==> src/rtl/spi_reg_burst_if.sv <==
// spi_reg_burst_if: SPI pins plus the register-file write strobe / read handshake.
interface spi_reg_burst_if #(
   parameter int ADDR_W = 6,
   parameter int REG_W  = 8
);
   logic              spi_clk;
   logic              spi_cs_n;
   logic              spi_mosi;
   logic              spi_miso;
   logic [ADDR_W-1:0] reg_addr;
   logic [REG_W-1:0]  reg_wdata;
   logic              reg_wr;
   logic              reg_rd;
   logic [REG_W-1:0]  reg_rdata;
   logic              reg_rdata_dv;
   logic              busy;
   logic              rd_underrun;
   modport slave (
      input  spi_clk, spi_cs_n, spi_mosi, reg_rdata, reg_rdata_dv,
      output spi_miso, reg_addr, reg_wdata, reg_wr, reg_rd, busy, rd_underrun
   );
   modport master (
      output spi_clk, spi_cs_n, spi_mosi, reg_rdata, reg_rdata_dv,
      input  spi_miso, reg_addr, reg_wdata, reg_wr, reg_rd, busy, rd_underrun
   );
endinterface

==> src/rtl/spi_reg_burst.sv <==
// spi_reg_burst: SPI slave register port, all four SPI modes, burst read/write with optional
// address auto-increment; reads prefetch the next word as soon as the current one completes.
module spi_reg_burst #(
   parameter int ADDR_W     = 6,
   parameter int REG_W      = 8,
   parameter bit CPOL       = 1'b0,
   parameter bit CPHA       = 1'b0,
   parameter int RD_TIMEOUT = 4
) (
   input logic            clk,
   input logic            rstb,
   input logic            ena,
   spi_reg_burst_if.slave bus
);
   localparam int HDR_W = ADDR_W + 2;
   localparam int RX_W  = (HDR_W > REG_W) ? HDR_W : REG_W;
   localparam int CNT_W = $clog2(RX_W + 1);
   localparam int TO_W  = $clog2(RD_TIMEOUT + 2);

   typedef enum logic [2:0] {IDLE, HDR, RD_REQ, RD_DATA, WR_DATA} state_t;

   state_t            state_q, state_d;
   logic [2:0]        sclk_q, cs_q;
   logic [1:0]        mosi_q;
   logic [CNT_W-1:0]  bit_cnt_q, bit_cnt_d;
   logic [RX_W-2:0]   rx_q, rx_d;
   logic [REG_W-1:0]  shift_q, shift_d, wdata_q, wdata_d;
   logic [ADDR_W-1:0] addr_q, addr_d;
   logic [TO_W-1:0]   to_q, to_d;
   logic              inc_q, inc_d, changed_q, changed_d;
   logic              wr_q, wr_d, rd_q, rd_d, unr_q, unr_d;
   logic              rise, fall, sample, change, cs_fall, cs_rise;
   logic              hdr_done, word_done, late;
   logic [HDR_W-1:0]  hdr;
   logic [REG_W-1:0]  word;

   // Cs_n sync resets low so a reset in the middle of a frame never fakes a cs_n fall.
   always_ff @(posedge clk or negedge rstb)
      if (!rstb) begin
         sclk_q <= {3{CPOL}};
         cs_q   <= '0;
         mosi_q <= '0;
      end else if (ena) begin
         sclk_q <= {sclk_q[1:0], bus.spi_clk};
         cs_q   <= {cs_q[1:0], bus.spi_cs_n};
         mosi_q <= {mosi_q[0], bus.spi_mosi};
      end

   assign rise      = ena & ~cs_q[1] & sclk_q[1] & ~sclk_q[2];
   assign fall      = ena & ~cs_q[1] & ~sclk_q[1] & sclk_q[2];
   assign sample    = (CPOL ^ CPHA) ? fall : rise;
   assign change    = (CPOL ^ CPHA) ? rise : fall;
   assign cs_fall   = ena & cs_q[2] & ~cs_q[1];
   assign cs_rise   = ena & ~cs_q[2] & cs_q[1];
   assign hdr       = {rx_q[HDR_W-2:0], mosi_q[1]};
   assign word      = {rx_q[REG_W-2:0], mosi_q[1]};
   assign hdr_done  = sample & (state_q == HDR) & (bit_cnt_q == CNT_W'(HDR_W - 1));
   assign word_done = sample & (bit_cnt_q == CNT_W'(REG_W - 1));
   assign late      = to_q > TO_W'(RD_TIMEOUT);

   always_ff @(posedge clk or negedge rstb)
      if (!rstb) state_q <= IDLE;
      else if (ena) state_q <= state_d;

   always_comb begin
      state_d = state_q;
      if (cs_rise) state_d = IDLE;
      else
         case (state_q)
            IDLE:    state_d = cs_fall ? HDR : IDLE;
            HDR:     state_d = hdr_done ? (hdr[HDR_W-1] ? WR_DATA : RD_REQ) : HDR;
            RD_REQ:  state_d = RD_DATA;
            RD_DATA: state_d = word_done ? RD_REQ : RD_DATA;
            default: state_d = state_q;
         endcase
   end

   always_comb begin
      bit_cnt_d = bit_cnt_q;
      rx_d      = rx_q;
      shift_d   = shift_q;
      wdata_d   = wdata_q;
      addr_d    = wr_q ? addr_q + ADDR_W'(inc_q) : addr_q;
      to_d      = to_q;
      inc_d     = inc_q;
      changed_d = changed_q;
      wr_d      = 1'b0;
      rd_d      = state_q == RD_REQ;
      unr_d     = unr_q;
      if (state_q != IDLE && sample) begin
         rx_d      = {rx_q[RX_W-3:0], mosi_q[1]};
         bit_cnt_d = (bit_cnt_q == CNT_W'((state_q == HDR) ? HDR_W - 1 : REG_W - 1)) ? '0 : bit_cnt_q + 1'b1;
      end
      if (cs_fall) begin
         bit_cnt_d = '0;
         unr_d     = 1'b0;
      end
      if (hdr_done) begin
         addr_d = hdr[ADDR_W-1:0];
         inc_d  = hdr[HDR_W-2];
      end
      if (state_q == WR_DATA && word_done) begin
         wr_d    = 1'b1;
         wdata_d = word;
      end
      if (state_q == RD_REQ) begin
         shift_d   = '0;
         to_d      = '0;
         changed_d = 1'b0;
      end
      // A change edge with bit_cnt==0 is the word's first leading edge (CPHA=1) or the tail of the previous word (CPHA=0).
      if (state_q == RD_DATA) begin
         to_d = late ? to_q : to_q + 1'b1;
         if (change) begin
            changed_d = 1'b1;
            if (bit_cnt_q != '0) shift_d = {shift_q[REG_W-2:0], 1'b0};
         end
         if (bus.reg_rdata_dv) begin
            if (late || changed_q || bit_cnt_q != '0) unr_d = 1'b1;
            else shift_d = bus.reg_rdata;
         end
         if (word_done) addr_d = addr_q + ADDR_W'(inc_q);
      end
   end

   always_ff @(posedge clk or negedge rstb)
      if (!rstb) begin
         bit_cnt_q <= '0;
         rx_q      <= '0;
         shift_q   <= '0;
         wdata_q   <= '0;
         addr_q    <= '0;
         to_q      <= '0;
         inc_q     <= 1'b0;
         changed_q <= 1'b0;
         wr_q      <= 1'b0;
         rd_q      <= 1'b0;
         unr_q     <= 1'b0;
      end else if (ena) begin
         bit_cnt_q <= bit_cnt_d;
         rx_q      <= rx_d;
         shift_q   <= shift_d;
         wdata_q   <= wdata_d;
         addr_q    <= addr_d;
         to_q      <= to_d;
         inc_q     <= inc_d;
         changed_q <= changed_d;
         wr_q      <= wr_d;
         rd_q      <= rd_d;
         unr_q     <= unr_d;
      end

   // Strobes are held while ena is low and released once it returns.
   assign bus.reg_wr      = wr_q & ena;
   assign bus.reg_rd      = rd_q & ena;
   assign bus.reg_addr    = addr_q;
   assign bus.reg_wdata   = wdata_q;
   assign bus.busy        = state_q != IDLE;
   assign bus.rd_underrun = unr_q;
   assign bus.spi_miso    = (state_q == RD_DATA) & shift_q[REG_W-1];
endmodule

==> src/flat_wrapper.sv <==
// flat-port wrapper written by rule: the top's interface ports become plain ports
module spi_reg_burst_flat 
#(
   parameter int ADDR_W     = 6,
   parameter int REG_W      = 8,
   parameter bit CPOL       = 1'b0,
   parameter bit CPHA       = 1'b0,
   parameter int RD_TIMEOUT = 4
)
  (clk, rstb, ena, bus_spi_clk, bus_spi_cs_n, bus_spi_mosi, bus_reg_rdata, bus_reg_rdata_dv, bus_spi_miso, bus_reg_addr, bus_reg_wdata, bus_reg_wr, bus_reg_rd, bus_busy, bus_rd_underrun);
  spi_reg_burst_if #(.ADDR_W(ADDR_W), .REG_W(REG_W)) bus_i ();
  input logic clk;
  input logic rstb;
  input logic ena;
  input wire logic [$bits(bus_i.spi_clk)-1:0] bus_spi_clk;
  input wire logic [$bits(bus_i.spi_cs_n)-1:0] bus_spi_cs_n;
  input wire logic [$bits(bus_i.spi_mosi)-1:0] bus_spi_mosi;
  input wire logic [$bits(bus_i.reg_rdata)-1:0] bus_reg_rdata;
  input wire logic [$bits(bus_i.reg_rdata_dv)-1:0] bus_reg_rdata_dv;
  output wire logic [$bits(bus_i.spi_miso)-1:0] bus_spi_miso;
  output wire logic [$bits(bus_i.reg_addr)-1:0] bus_reg_addr;
  output wire logic [$bits(bus_i.reg_wdata)-1:0] bus_reg_wdata;
  output wire logic [$bits(bus_i.reg_wr)-1:0] bus_reg_wr;
  output wire logic [$bits(bus_i.reg_rd)-1:0] bus_reg_rd;
  output wire logic [$bits(bus_i.busy)-1:0] bus_busy;
  output wire logic [$bits(bus_i.rd_underrun)-1:0] bus_rd_underrun;
  assign bus_i.spi_clk = bus_spi_clk;
  assign bus_i.spi_cs_n = bus_spi_cs_n;
  assign bus_i.spi_mosi = bus_spi_mosi;
  assign bus_i.reg_rdata = bus_reg_rdata;
  assign bus_i.reg_rdata_dv = bus_reg_rdata_dv;
  assign bus_spi_miso = bus_i.spi_miso;
  assign bus_reg_addr = bus_i.reg_addr;
  assign bus_reg_wdata = bus_i.reg_wdata;
  assign bus_reg_wr = bus_i.reg_wr;
  assign bus_reg_rd = bus_i.reg_rd;
  assign bus_busy = bus_i.busy;
  assign bus_rd_underrun = bus_i.rd_underrun;
  spi_reg_burst #(.ADDR_W(ADDR_W), .REG_W(REG_W), .CPOL(CPOL), .CPHA(CPHA), .RD_TIMEOUT(RD_TIMEOUT)) u_core (.clk(clk), .rstb(rstb), .ena(ena), .bus(bus_i));
endmodule
==> config.mk <==
export PLATFORM = sky130hd
export DESIGN_NAME = spi_reg_burst_flat
export DESIGN_NICKNAME = d
export VERILOG_FILES = /design/src/rtl/spi_reg_burst_if.sv /design/src/rtl/spi_reg_burst.sv /design/src/flat_wrapper.sv
export SDC_FILE = /design/constraint.sdc
export NUM_CORES = 1
export LEC_CHECK = 0
export CAP_MARGIN = 40
export CORE_ASPECT_RATIO = 1.75
export CORE_UTILIZATION = 45
export CTS_BUF_LIST = sky130_fd_sc_hd__clkbuf_2
export CTS_CLUSTER_SIZE = 10
export DETAILED_ROUTE_END_ITERATION = 8
export HOLD_SLACK_MARGIN = 0.15
export MAX_ROUTING_LAYER = met4
export PLACE_DENSITY = 0.67
export SYNTH_ARGS = -nofsm -noshare
export SYNTH_HDL_FRONTEND = slang
export SYNTH_SLANG_ARGS = --single-unit
export TNS_END_PERCENT = 1
==> constraint.sdc <==
create_clock -name clk -period 2.25 [get_ports clk]
set_input_delay 0.675 -clock clk [delete_from_list [all_inputs] [get_ports clk]]
set_output_delay 0.675 -clock clk [all_outputs]
set_load 0.005 [all_outputs]
==> results.cfg, run 1 <==
[place]
io_buffers = 33
place_inst = 394
dpl.hpwl_mm = 4.86
place_congestion = 0.760

[global_route]
grt.total_usage_pct = 22.6
grt_pass1_wl_mm = 10.6
grt_pass1_vias = 2294
grt_max_degree = 33
grt_overflow = 0
antenna_found_initial = 0

[worst_hold_path]
hold_path.class = reg -> reg

[worst_setup_path]
cp_num_buf_inv = 1
worstRegToRegCells = 6
path_cells = clkdlybuf4s50_1
crit_fanout = 7
cp-startpoint = u_core.bus.reg_addr[3]
timing.rr.end = u_core.shift_q[5]
critical_path_required_ns = 1.57
endpoint = bus_reg_addr[3]
critPathKind = reg -> out
path_delay_family = buffers and inverters
slowest_delay_ns = 0.52
cp_num_cells = 1
r2r_slack_ns = 0.30
crit_slowest_cell = clkdlybuf4s50_1
start_kind = flop
arrival_ns = 1.46
regToRegStartpoint = u_core.bit_cnt_q[0]
endpoint_kind = output port

[drt]
drc = 0
routed-via-count = 2293
post_drt_wl_per_cell_um = 16.0
viasPerCell = 5.66
drtAntennaViolNets = 0
drtIter0Drc = 62
wl_mm = 6.49
first_pass_iters = 4

[synth]
async_flop_share_pct = 100
synth_area_leader_cell = dfrtp_1
synthFlopType = dfrtp_1
synth_top_area_share_pct = 46.9
synth-edff-count = 0
ys_ff_latch = 52
syn_nets = 295
syn_avg_cell_area_um2 = 10.1
yosys-top-cells-area = dfrtp_1 47%, mux2_2 6.1%, nand2_1 4.9%, o21ai_0 3.4%, ha_1 2.7%
synth_cells = 274
yosysMostFrequentCell = dfrtp_1
netlist_top_cells_count = 52 x dfrtp_1, 36 x nand2_1, 19 x o21ai_0
ys_types = 59
syn_area_mm2 = 0.00278
yosysWarnings = 0
seq_area_frac_synth_pct = 46.9

[sta]
hold_violations = 0
min_period_over_period_pct = 94.7
slew_headroom_pct = 65.3
final_max_slew_viol_count = 0
min_period_ns = 2.13
finalSetupViolCount = 0
max_slew.worst_pin.slew_ns = 0.520
max_freq_mhz = 469
hold_ws_ns = 0.518
rsz0062_at_grt = false
skew_ns = 0.0136

[cts]
cts.sinks = 52
clkTransAtPathRegs_ns = 0.24
clk_latency_ns = 0.44
cts-root-buf = clkbuf_2
htree_num_levels = 2
cts_tree = yes
clock_path_buffers = 2
cts_made_buffers = 5

[final_layout]
drive_gt1_share_pct = 21.7
post-route-util_pct = 57.5
stdcell_count = 405
syn2layout_area_growth_pct = 22.7
antenna-diode-count = 0
multi_input_area_mm2 = 0.00135
seq_area_mm2 = 0.00131
nNetsFinal = 348
nFillCells = 581

[power_and_ir_drop]
p_leak_nw = 1.58
finalPower_mw = 1.84
irDropWorstVdd_mv = 0.454
powerDensity_mw_per_mm2 = 541

[die]
dieHeight_um = 106
initial_core_util_pct = 46.8
dieArea_mm2 = 0.00650
die_w_um = 61.4
io_pins = 34
core-area_mm2 = 0.00593
row_count = 37

[job]
cap_violations = 0

[status]
status = complete, no violations
## kinds of logic (layout without fill, tap and decap cells)
family                     Yosys count  after routing  share of synthesized area, %
AOI/OAI and AO/OA                   58             58                          14.0
adders and majority gates            7              7                          3.07
xor gates and xnor gates             4              4                          1.26
muxes                               20             20                          8.43
DFF                                 52             52                          46.9
buffers and inverters               27             80                          4.96
and+or+nand+nor                    106            106                          21.4
## metal layers
metal	GRT usage, %	share of wire, %	up-vias	wire length [um]
li1	-	-	1092	-
met1	23.5	40	1152	2590
met2	40.9	55	44	3600
met3	4.42	3.3	5	212
met4	7.14	1.4	0	93
met5	-	0	-	0
## cell usage in the layout (no fill, tap or decap), types with 4 or more instances in the layout
| cell | instances |
|---|---|
| a21oi_1 | 10 |
| a311oi_1 | 6 |
| and2_1 | 4 |
| and3_1 | 9 |
| buf_4 | 25 |
| clkbuf_2 | 6 |
| clkdlybuf4s50_1 | 26 |
| dfrtp_1 | 48 |
| dfrtp_2 | 4 |
| ha_1 | 6 |
| inv_1 | 11 |
| mux2_2 | 15 |
| nand2_1 | 36 |
| nand3_1 | 8 |
| nand4_1 | 5 |
| nor2_1 | 12 |
| o21ai_0 | 19 |
| xor2_1 | 4 |
## flip-flops by register name, indices dropped and copies added, names as in the netlist
name                    flops
u_core.rx_q                 7
u_core.bus.reg_addr         6
u_core.rd_q                 1
u_core.bus.reg_wdata        8
u_core.changed_q            1
u_core.to_q                 3
u_core.wr_q                 1
u_core.bit_cnt_q            4
u_core.cs_q                 3
u_core.state_q              3
u_core.shift_q              8
u_core.bus.rd_underrun      1
u_core.sclk_q               3
u_core.mosi_q               2
u_core.inc_q                1
## how the worst min path moves through the flow
stage	from	to	slack, ns	cells after the start
final	u_core.rd_q	u_core.rd_q	0.52	1
after global routing	u_core.rd_q	u_core.rd_q	0.56	1
after CTS	u_core.rd_q	u_core.rd_q	0.53	1
after detailed placement	u_core.rd_q	u_core.rd_q	0.48	1
after global placement	u_core.shift_q[0]	u_core.shift_q[0]	0.47	1
after floorplan	rstb	u_core.bit_cnt_q[0]	0.38	0
## power breakdown
group          switching, mW  total (mW)  internal (mW)
Combinational          0.206       0.411          0.204
Clock                  0.277       0.341         0.0640
Sequential            0.0840        1.09           1.01
Total                  0.567        1.84           1.27
## through the flow
stage          setup TNS (ns)  setup slack [ns]  instance area (um^2)
2_1_floorplan               0             0.137                  2780
3_3_place_gp            -5.50            -0.434                  3330
3_5_place_dp            -5.20            -0.423                  3330
4_1_cts                     0            0.0220                  3400
5_1_grt                     0            0.0283                  3410
6_report                    0             0.118                  3410
## final cells by class
type	count	area share [%]
repair buffers	62	17.0
flip-flops and latches	52	38.4
multi-input cells	195	39.6
clock buffers	5	0.735
clock inverters	2	0.220
well taps	78	2.87
inverters	11	1.21
## what timing repair did
action                                 CTS  global route
setup buffers                            3             0
resized for setup                       14             6
setup endpoints to repair                5             5
endpoints found under the hold margin    4             0
hold buffers                             1             0
(Power assumes the default switching activity.)
==> run 2: changes to the inputs <==
--- a/config.mk
+++ b/config.mk
@@ -6,6 +6,8 @@
 export NUM_CORES = 1
 export LEC_CHECK = 0
 export CAP_MARGIN = 40
+export CELL_PAD_IN_SITES_DETAIL_PLACEMENT = 0
+export CELL_PAD_IN_SITES_GLOBAL_PLACEMENT = 1
 export CORE_ASPECT_RATIO = 1.75
 export CORE_UTILIZATION = 45
 export CTS_BUF_LIST = sky130_fd_sc_hd__clkbuf_2
@@ -13,7 +15,7 @@
 export DETAILED_ROUTE_END_ITERATION = 8
 export HOLD_SLACK_MARGIN = 0.15
 export MAX_ROUTING_LAYER = met4
-export PLACE_DENSITY = 0.67
+export PLACE_DENSITY_LB_ADDON = 0.1
 export SYNTH_ARGS = -nofsm -noshare
 export SYNTH_HDL_FRONTEND = slang
 export SYNTH_SLANG_ARGS = --single-unit
==> run 2 against run 1 <==
Core utilization barely moved; register-to-register slack barely moved; setup slack got worse by 0.027 ns; design area barely moved; fmax fell by 1.3%; critical path type unchanged; critical endpoint is now bus_reg_addr[4].
==> results.cfg, run 2 (synthesis results as in run 1) <==
[status]
status = complete, no violations

[global_route]
grt_use_met3_pct = 4.54
grt_pass1_wl_mm = 11.2
grt_pass1_vias = 2329
top_usage_layer = met2
grtUsageMet1_pct = 25.8
grt.total_usage_pct = 24.4
antenna_found_initial = 0
grt_use_met2_pct = 43.1
grt_max_degree = 22
grt_overflow = 0

[worst_setup_path]
endpoint_kind = output port
start_kind = flop
arrival_ns = 1.48
path_delay_family = buffers and inverters
critical_path_required_ns = 1.57
crit_slowest_cell = clkdlybuf4s50_1
critPathKind = reg -> out
crit_fanout = 8
cp_num_cells = 1
worstRegToRegCells = 6
cp_num_buf_inv = 1
path_cells = clkdlybuf4s50_1
slowest_delay_ns = 0.52

[cts]
cts.sinks = 52
clkTransAtPathRegs_ns = 0.25
cts_tree = yes
htree_num_levels = 2
clock_path_buffers = 2
clk_latency_ns = 0.47
cts_made_buffers = 5
cts-root-buf = clkbuf_2

[final_layout]
nNetsFinal = 348
nFillCells = 605
syn2layout_area_growth_pct = 22.8
mostFrequentLayoutCell = dfrtp_1
post-route-util_pct = 57.5
antenna-diode-count = 0
drive_gt1_share_pct = 22.0
mostFrequentLayoutCells = 48 x dfrtp_1, 36 x nand2_1, 27 x clkdlybuf4s50_1, 27 x buf_4, 19 x o21ai_0

[drt]
first_pass_iters = 4
viasPerCell = 5.59
drtAntennaViolNets = 0
drc = 0
post_drt_wl_per_cell_um = 16.7
drtIter0Drc = 90
routed-via-count = 2268
wl_mm = 6.78

[power_and_ir_drop]
swShare_pct = 29.5
switchingPower_uw = 581
p_clk_share_pct = 24.1
p_comb_share_pct = 20.9
sequentialPowerShare_pct = 55.0
irDropWorstVdd_mv = 0.459
finalPower_mw = 1.97
p_leak_nw = 1.59
powerDensity_mw_per_mm2 = 579
p_int_mw = 1.39

[place]
place_congestion = 0.836
dpl.hpwl_mm = 5.15
io_buffers = 33

[job]
cap_violations = 0

[sta]
max_freq_mhz = 463
skew_ns = 0.0256
final_max_slew_viol_count = 0
slew_headroom_pct = 69.7
min_period_ns = 2.16
rsz0062_at_grt = false
finalSetupViolCount = 0
hold_violations = 0
min_period_over_period_pct = 95.9
max_slew.worst_pin.slew_ns = 0.455

[die]
initial_core_util_pct = 46.8
dieHeight_um = 106
row_count = 37
dieArea_mm2 = 0.00650
io_pins = 34
core-area_mm2 = 0.00593
die_w_um = 61.4

[worst_hold_path]
holdPathStages = 1
hold_path.class = reg -> reg
[run 2: changes by cell type in the layout (fill, tap and decap cells not counted), moves of 2 or more]
cell,before,now
buf_12,3,1
buf_2,1,3
dlygate4sd2_1,3,1
buf_4,25,27
[run 2: final cells by class]
type | instances | area [um^2] | area share [%]
Clock inverter | 3 | 37.5 | 1.10
Timing Repair Buffer | 62 | 549 | 16.1
Multi-Input combinational cell | 195 | 1350 | 39.6
Tap cell | 78 | 97.6 | 2.86
Inverter | 11 | 41.3 | 1.21
Clock buffer | 5 | 25.0 | 0.734
Sequential cell | 52 | 1310 | 38.3
[run 2: timing repair]
action                                  CTS  global route
endpoints found under the setup margin    5             4
hold buffers                              1             0
buffers inserted                          1             0
endpoints found under the hold margin    19             0
gates resized for setup                  16             4
[run 2: final timing paths]
path	to	from	slack, ns
worst min register to register	u_core.rd_q	u_core.rd_q	0.53
worst min-delay path	u_core.rd_q	u_core.rd_q	0.53
worst max register to register	u_core.shift_q[3]	u_core.bit_cnt_q[0]	0.29
min in group asynchronous	u_core.cs_q[0]	rstb	0.65
max in group asynchronous	u_core.shift_q[3]	rstb	0.99
worst max-delay path	bus_reg_addr[4]	u_core.bus.reg_addr[4]	0.09
[run 2: metal layers]
metal,up-vias,wire [um]
met5,-,0
met4,0,144
met3,12,225
met2,45,3880
met1,1117,2530
li1,1094,-
[run 2: power groups by stage]
| stage | Clock, mW | Sequential [mW] | Combinational [mW] |
|---|---|---|---|
| final | 0.474 | 1.08 | 0.412 |
| after global placement | 0 | 1.10 | 0.413 |
| after floorplan | 0 | 1.08 | 0.257 |
| after global routing | 0.518 | 1.10 | 0.456 |
| after detailed placement | 0 | 1.10 | 0.417 |
| after CTS | 0.491 | 1.09 | 0.419 |
[run 2: metrics by stage]
stage               setup slack (ns)  setup TNS, ns  hold WS (ns)  instance area [um^2]  cells
global placement              -0.470         -11.69         0.459                  3320    396
global route                 0.00872              0         0.545                  3410    406
detailed placement            -0.452         -11.18         0.477                  3320    396
floorplan                      0.137              0         0.379                  2780    274
CTS                           0.0127              0         0.526                  3400    406
finish                        0.0913              0         0.526                  3410    406
